--- src/rtl/pc_unit.sv ---
// pc_unit -- program-counter register stage of the multicycle CPU.
//
// Holds PC and EPC, selects the next PC from the datapath sources, and runs
// the exception-entry sequence:
//    - save EPC
//    - read the handler byte from the vector table
//    - load it into PC
//
// Parameters:
//    MEM_WAIT    cycles the vector address is held before mem_data is sampled (>=1)
//    VEC_BASE    byte address of the first exception vector entry
//
// Ports:
//    clk          system clock, rising edge
//    reset_n      asynchronous active-low reset
//    pc_write     qualified PC write enable
//    pc_src       next-PC select:
//                    0 alu_result, 1 alu_out, 2 jump, 3 epc, 4 reg_a, 5-7 hold
//    alu_result   combinational ALU result (PC+4 path)
//    alu_out      registered ALUOut (branch target)
//    jump_target  instruction bits [25:0]
//    reg_a        register A (jr)
//    exc_req      exception request, sampled only in IDLE
//    exc_code     0 invalid opcode, 1 overflow, 2/3 divide-by-zero
//    mem_data     vector byte returned by memory
//    pc           current program counter
//    epc          exception program counter
//    exc_addr     vector byte address while exc_busy, else 0
//    exc_busy     exception sequence in progress
//    exc_done     one-cycle pulse after PC is loaded with the handler address
module pc_unit #(
   parameter int unsigned MEM_WAIT = 2,
   parameter int unsigned VEC_BASE = 253
) (
   input  logic        clk,
   input  logic        reset_n,
   input  logic        pc_write,
   input  logic [2:0]  pc_src,
   input  logic [31:0] alu_result,
   input  logic [31:0] alu_out,
   input  logic [25:0] jump_target,
   input  logic [31:0] reg_a,
   input  logic        exc_req,
   input  logic [1:0]  exc_code,
   input  logic [7:0]  mem_data,
   output logic [31:0] pc,
   output logic [31:0] epc,
   output logic [31:0] exc_addr,
   output logic        exc_busy,
   output logic        exc_done
);

   localparam int unsigned CW = (MEM_WAIT > 1) ? $clog2(MEM_WAIT) : 1;

   typedef enum logic [1:0] {
      IDLE   = 2'd0,
      VEC_RD = 2'd1,
      VEC_LD = 2'd2
   } state_t;

   state_t          state, state_nx;
   logic [CW-1:0]   cnt;
   logic [1:0]      code;

   // state register plus the PC/EPC datapath registers
   always_ff @(posedge clk or negedge reset_n) begin
      if (!reset_n) begin
         state    <= IDLE;
         cnt      <= '0;
         code     <= '0;
         pc       <= '0;
         epc      <= '0;
         exc_done <= 1'b0;
      end else begin
         state    <= state_nx;
         exc_done <= (state == VEC_LD);
         case (state)
            IDLE: begin
               // an exception request takes priority over the normal PC write
               if (exc_req) begin
                  epc  <= pc - 32'd4;
                  code <= (exc_code == 2'd3) ? 2'd2 : exc_code;
                  cnt  <= CW'(MEM_WAIT - 1);
               end else if (pc_write) begin
                  case (pc_src)
                     3'd0:    pc <= alu_result;
                     3'd1:    pc <= alu_out;
                     3'd2:    pc <= {pc[31:28], jump_target, 2'b00};
                     3'd3:    pc <= epc;
                     3'd4:    pc <= reg_a;
                     default: pc <= pc;
                  endcase
               end
            end
            VEC_RD: begin
               if (cnt != '0)
                  cnt <= cnt - CW'(1);
            end
            VEC_LD: begin
               pc <= {24'b0, mem_data};
            end
            default: ;
         endcase
      end
   end

   // next-state and state-decoded outputs
   always_comb begin
      state_nx = state;
      exc_busy = 1'b0;
      exc_addr = '0;
      case (state)
         IDLE: begin
            if (exc_req)
               state_nx = VEC_RD;
         end
         VEC_RD: begin
            exc_busy = 1'b1;
            exc_addr = VEC_BASE + {30'b0, code};
            if (cnt == '0)
               state_nx = VEC_LD;
         end
         VEC_LD: begin
            // address held through the sampling cycle so memory data stays valid
            exc_busy = 1'b1;
            exc_addr = VEC_BASE + {30'b0, code};
            state_nx = IDLE;
         end
         default: state_nx = IDLE;
      endcase
   end

endmodule

--- config.mk ---
export PLATFORM = sky130hd
export DESIGN_NAME = pc_unit
export DESIGN_NICKNAME = d
export VERILOG_FILES = /design/src/rtl/pc_unit.sv
export SDC_FILE = /design/constraint.sdc
export NUM_CORES = 1
export LEC_CHECK = 0
export ABC_AREA = 1
export CORE_MARGIN = 2
export CORE_UTILIZATION = 62
export CTS_BUF_LIST = sky130_fd_sc_hd__clkbuf_4 sky130_fd_sc_hd__clkbuf_8
export DETAILED_ROUTE_END_ITERATION = 10
export DONT_BUFFER_PORTS = 1
export GPL_ROUTABILITY_DRIVEN = 0
export PLACE_DENSITY = 0.78
export SLEW_MARGIN = 0
export SYNTH_ARGS = -nofsm -noshare
export SYNTH_HDL_FRONTEND = slang
export SYNTH_SLANG_ARGS = --single-unit
export TNS_END_PERCENT = 1
--- constraint.sdc ---
create_clock -name clk -period 4.9 [get_ports clk]
set_clock_uncertainty 0.1 [all_clocks]
set_input_delay 0.245 -clock clk [delete_from_list [all_inputs] [get_ports clk]]
set_output_delay 0.245 -clock clk [all_outputs]
set_load 0.02 [all_outputs]
==> impl_results.md <==
* DP Area at 0.00472 sq mm
* RR Startpoint: state[0]
* First-pass GRT wire length at 23.0 mm
* CTS Root Cell: clkbuf_8
* Crit-path cells: inv_1 -> ha_1 -> inv_1 -> o21ai_1 -> nand2_1 -> nor2_2 -> o21ai_0 -> o21ai_1
* Area of the multi-input gates at 0.00264 sq mm
* #FFs+latches synth at 70
* Drc violations at 0
* N_diodes at 0
* FMAX at 283 MHz
* Largest family of logic cells by synthesized area: simple AND/OR/NAND/NOR gates
* Worst-path fanout max at 29
* Slowest cell on crit path: nor2_2
* Hpwl dp at 10.5 mm
* Remaining antenna violation count at 0
* Min-delay src: mem_data[0]
* WL final at 14.4 mm
* Starting Density at 0.632
* Vias after detailed routing at 4835
* Static leakage at 0.00247 uW
* Status: complete, no violations
* Setup TNS at 0 ns
* Inserted Clock Buffers at 9
* Worst Setup Path Type: register to register
* # IOs at 237
* Mapped Cells at 749
* CP Launch Type: register
* Vias per cell at 5.73
* Global-route usage over all layers at 0.345
* Period Utilization, post-route at 0.720
* CTS resizes at 0
* Final Util at 0.659
* Die X at 92.1 um
* CTS clk-pin slew, worst paths at 0.09 ns
* CP top delay family: simple AND/OR/NAND/NOR gates
* Worst Path Arrival at 3.69 ns
* Share of post-route cells with drive strength above 1 at 0.0445
* Vias in the first global route at 4704
* Adder-Cell Fraction of Synth Area at 0.0130
* CP startpoint: state[0]
* Mapped cell area at 0.00481 sq mm
* Layout area overhead at 4.19%
* Post-route cell area at 0.00501 sq mm
* WP buf/inv at 2
* Yosys warns at 0
* Setup violation total in the final timing report at 0
* CTS tree: yes
* Syn_area_per_cell at 6.42 sq um
* Post-synthesis sequential area ratio at 0.364
* CTS sink cnt at 70
* Max stage delay on crit path at 0.92 ns
* Rel. slew slack at 0.216
* Most common cell after layout, fill and taps aside: nand2_1
* FF/Latch Area at 0.00175 sq mm
* Die area at 0.00848 sq mm
* Synth unique cells at 27
* Initial antenna violation count at 0
* # port buffers at 0
* Dominant cell type by area after synthesis: dfrtp_1
* Worst-margin pin slew at 1.17 ns
* Die H at 92.1 um
* Core area at 0.00761 sq mm
* Total congestion overflow at 0
* Most frequent cells in the layout: nand2_1, nor2_1, dfrtp_1
* HP Class: input port to register
* Final Hold Viols at 0
* Avg WL per Cell at 17.1 um
* Fin nets at 881
* Share of the synthesized area in the top cell type at 0.364
* Synth area leaders: dfrtp_1, nand2_1, nor2_1, o21ai_0, buf_4
* Final Critical Period at 3.53 ns
* Number of fill cells at 727
* Worst path required time at 5.06 ns
* Synth Area in Simple Gates at 0.377
* RSZ-0062 raised after global routing: false
* Crit end category: register
* Max Slew Vio Count at 0
* Max_cap viols at 0
* Largest net degree at the start of global routing at 71
* Post-synthesis mux area share at 0
* Peak VDD IR at 0.000448 V
* Row count at 32
* Detailed Route Iter0 Violations at 359
* H-tree levels at 3
* Clock Latency Late Sink at 0.35 ns
* Complex-gate fraction of the synthesized area at 0.119
* Post-synthesis xor/xnor area fraction at 0.0200
* DRT Pass-1 Iters at 5
* CTS max path bufs at 2
* Cell area power density at 632 mW/mm^2
[layer usage]
layer | track usage | part of all wire | vias up
met3 | 0.0929 | 0.099 | 36
met2 | 0.593 | 0.48 | 258
li1 | - | - | 2307
met4 | 0.148 | 0.026 | 0
met5 | 0 | 0 | -
met1 | 0.405 | 0.39 | 2234
[timing repair]
item / 4_1_cts / 5_1_grt
hold buffers: 7 / 0
endpoints found under the setup margin: 0 / 0
setup buffers: 0 / 0
endpoints found under the hold margin: 75 / 0
[logic make-up (layout without fill, tap and decap cells)]
logic type,Yosys count,in the layout
AOI/OAI and AO/OA,107,107
xor gates and xnor gates,11,11
adders and majority gates,5,5
buffers and inverters,100,71
DFF,70,70
other,1,23
and+or+nand+nor,455,455
[cell usage after synthesis (all sizes together)]
master  instances
nand2         309
nor2           84
o21ai          81
dfrtp          70
buf            49
inv            42
nand3          30
nor3           21
a21oi          12
nand4          11
clkbuf          8
xor2            8
o21bai          6
ha              5
o211ai          3
xnor2           3
a22o            2
a31oi           2
a22oi           1
clkinv          1
conb            1
[power breakdown]
group | switching, uW | total (uW) | internal (uW)
Sequential | 650 | 1490 | 836
Clock | 240 | 492 | 252
Combinational | 805 | 1190 | 384
Total | 1690 | 3170 | 1470
[state kept, by name (all words and copies together) (netlist names)]
signal    count
pc           32
code          2
epc          32
cnt           1
state         2
exc_done      1
[worst register-to-register path: stages (launching register included)]
cell and delay [ns]:
dfrtp_1 0.41, inv_1 0.10, ha_1 0.39, inv_1 0.20, o21ai_1 0.21, nand2_1 0.65, nor2_2 0.93, o21ai_0 0.24
o21ai_1 0.23
[metrics by stage]
stage / power, uW / hold slack (ns) / cells / setup WS [ns]
2_1_floorplan: 2390 / -0.151 / 771 / 2.97
3_3_place_gp: 2600 / -0.148 / 821 / 1.60
3_5_place_dp: 2650 / -0.149 / 821 / 1.41
4_1_cts: 3160 / 0.00242 / 844 / 1.40
5_1_grt: 3400 / 0.000650 / 844 / 1.11
6_report: 3170 / 0.00313 / 844 / 1.37
[final timing paths]
kind                            endpoint  slack, ns  cells past startpoint
worst max-delay path               pc[9]       1.37                      8
worst min register to register   code[1]       0.43                      2
max in group asynchronous        epc[20]       4.02                      2
worst min-delay path               pc[0]      0.003                      2
min in group asynchronous        epc[17]       0.39                      2
worst max register to register     pc[9]       1.37                      8
[cell type report]
type / count / share of cell area
Timing Repair Buffer: 12 / 0.0250
Clock buffer: 10 / 0.0275
Multi-Input combinational cell: 601 / 0.526
Clock inverter: 6 / 0.0140
Inverter: 43 / 0.0322
Sequential cell: 70 / 0.350
Tap cell: 102 / 0.0255
(Power assumes the default switching activity.)
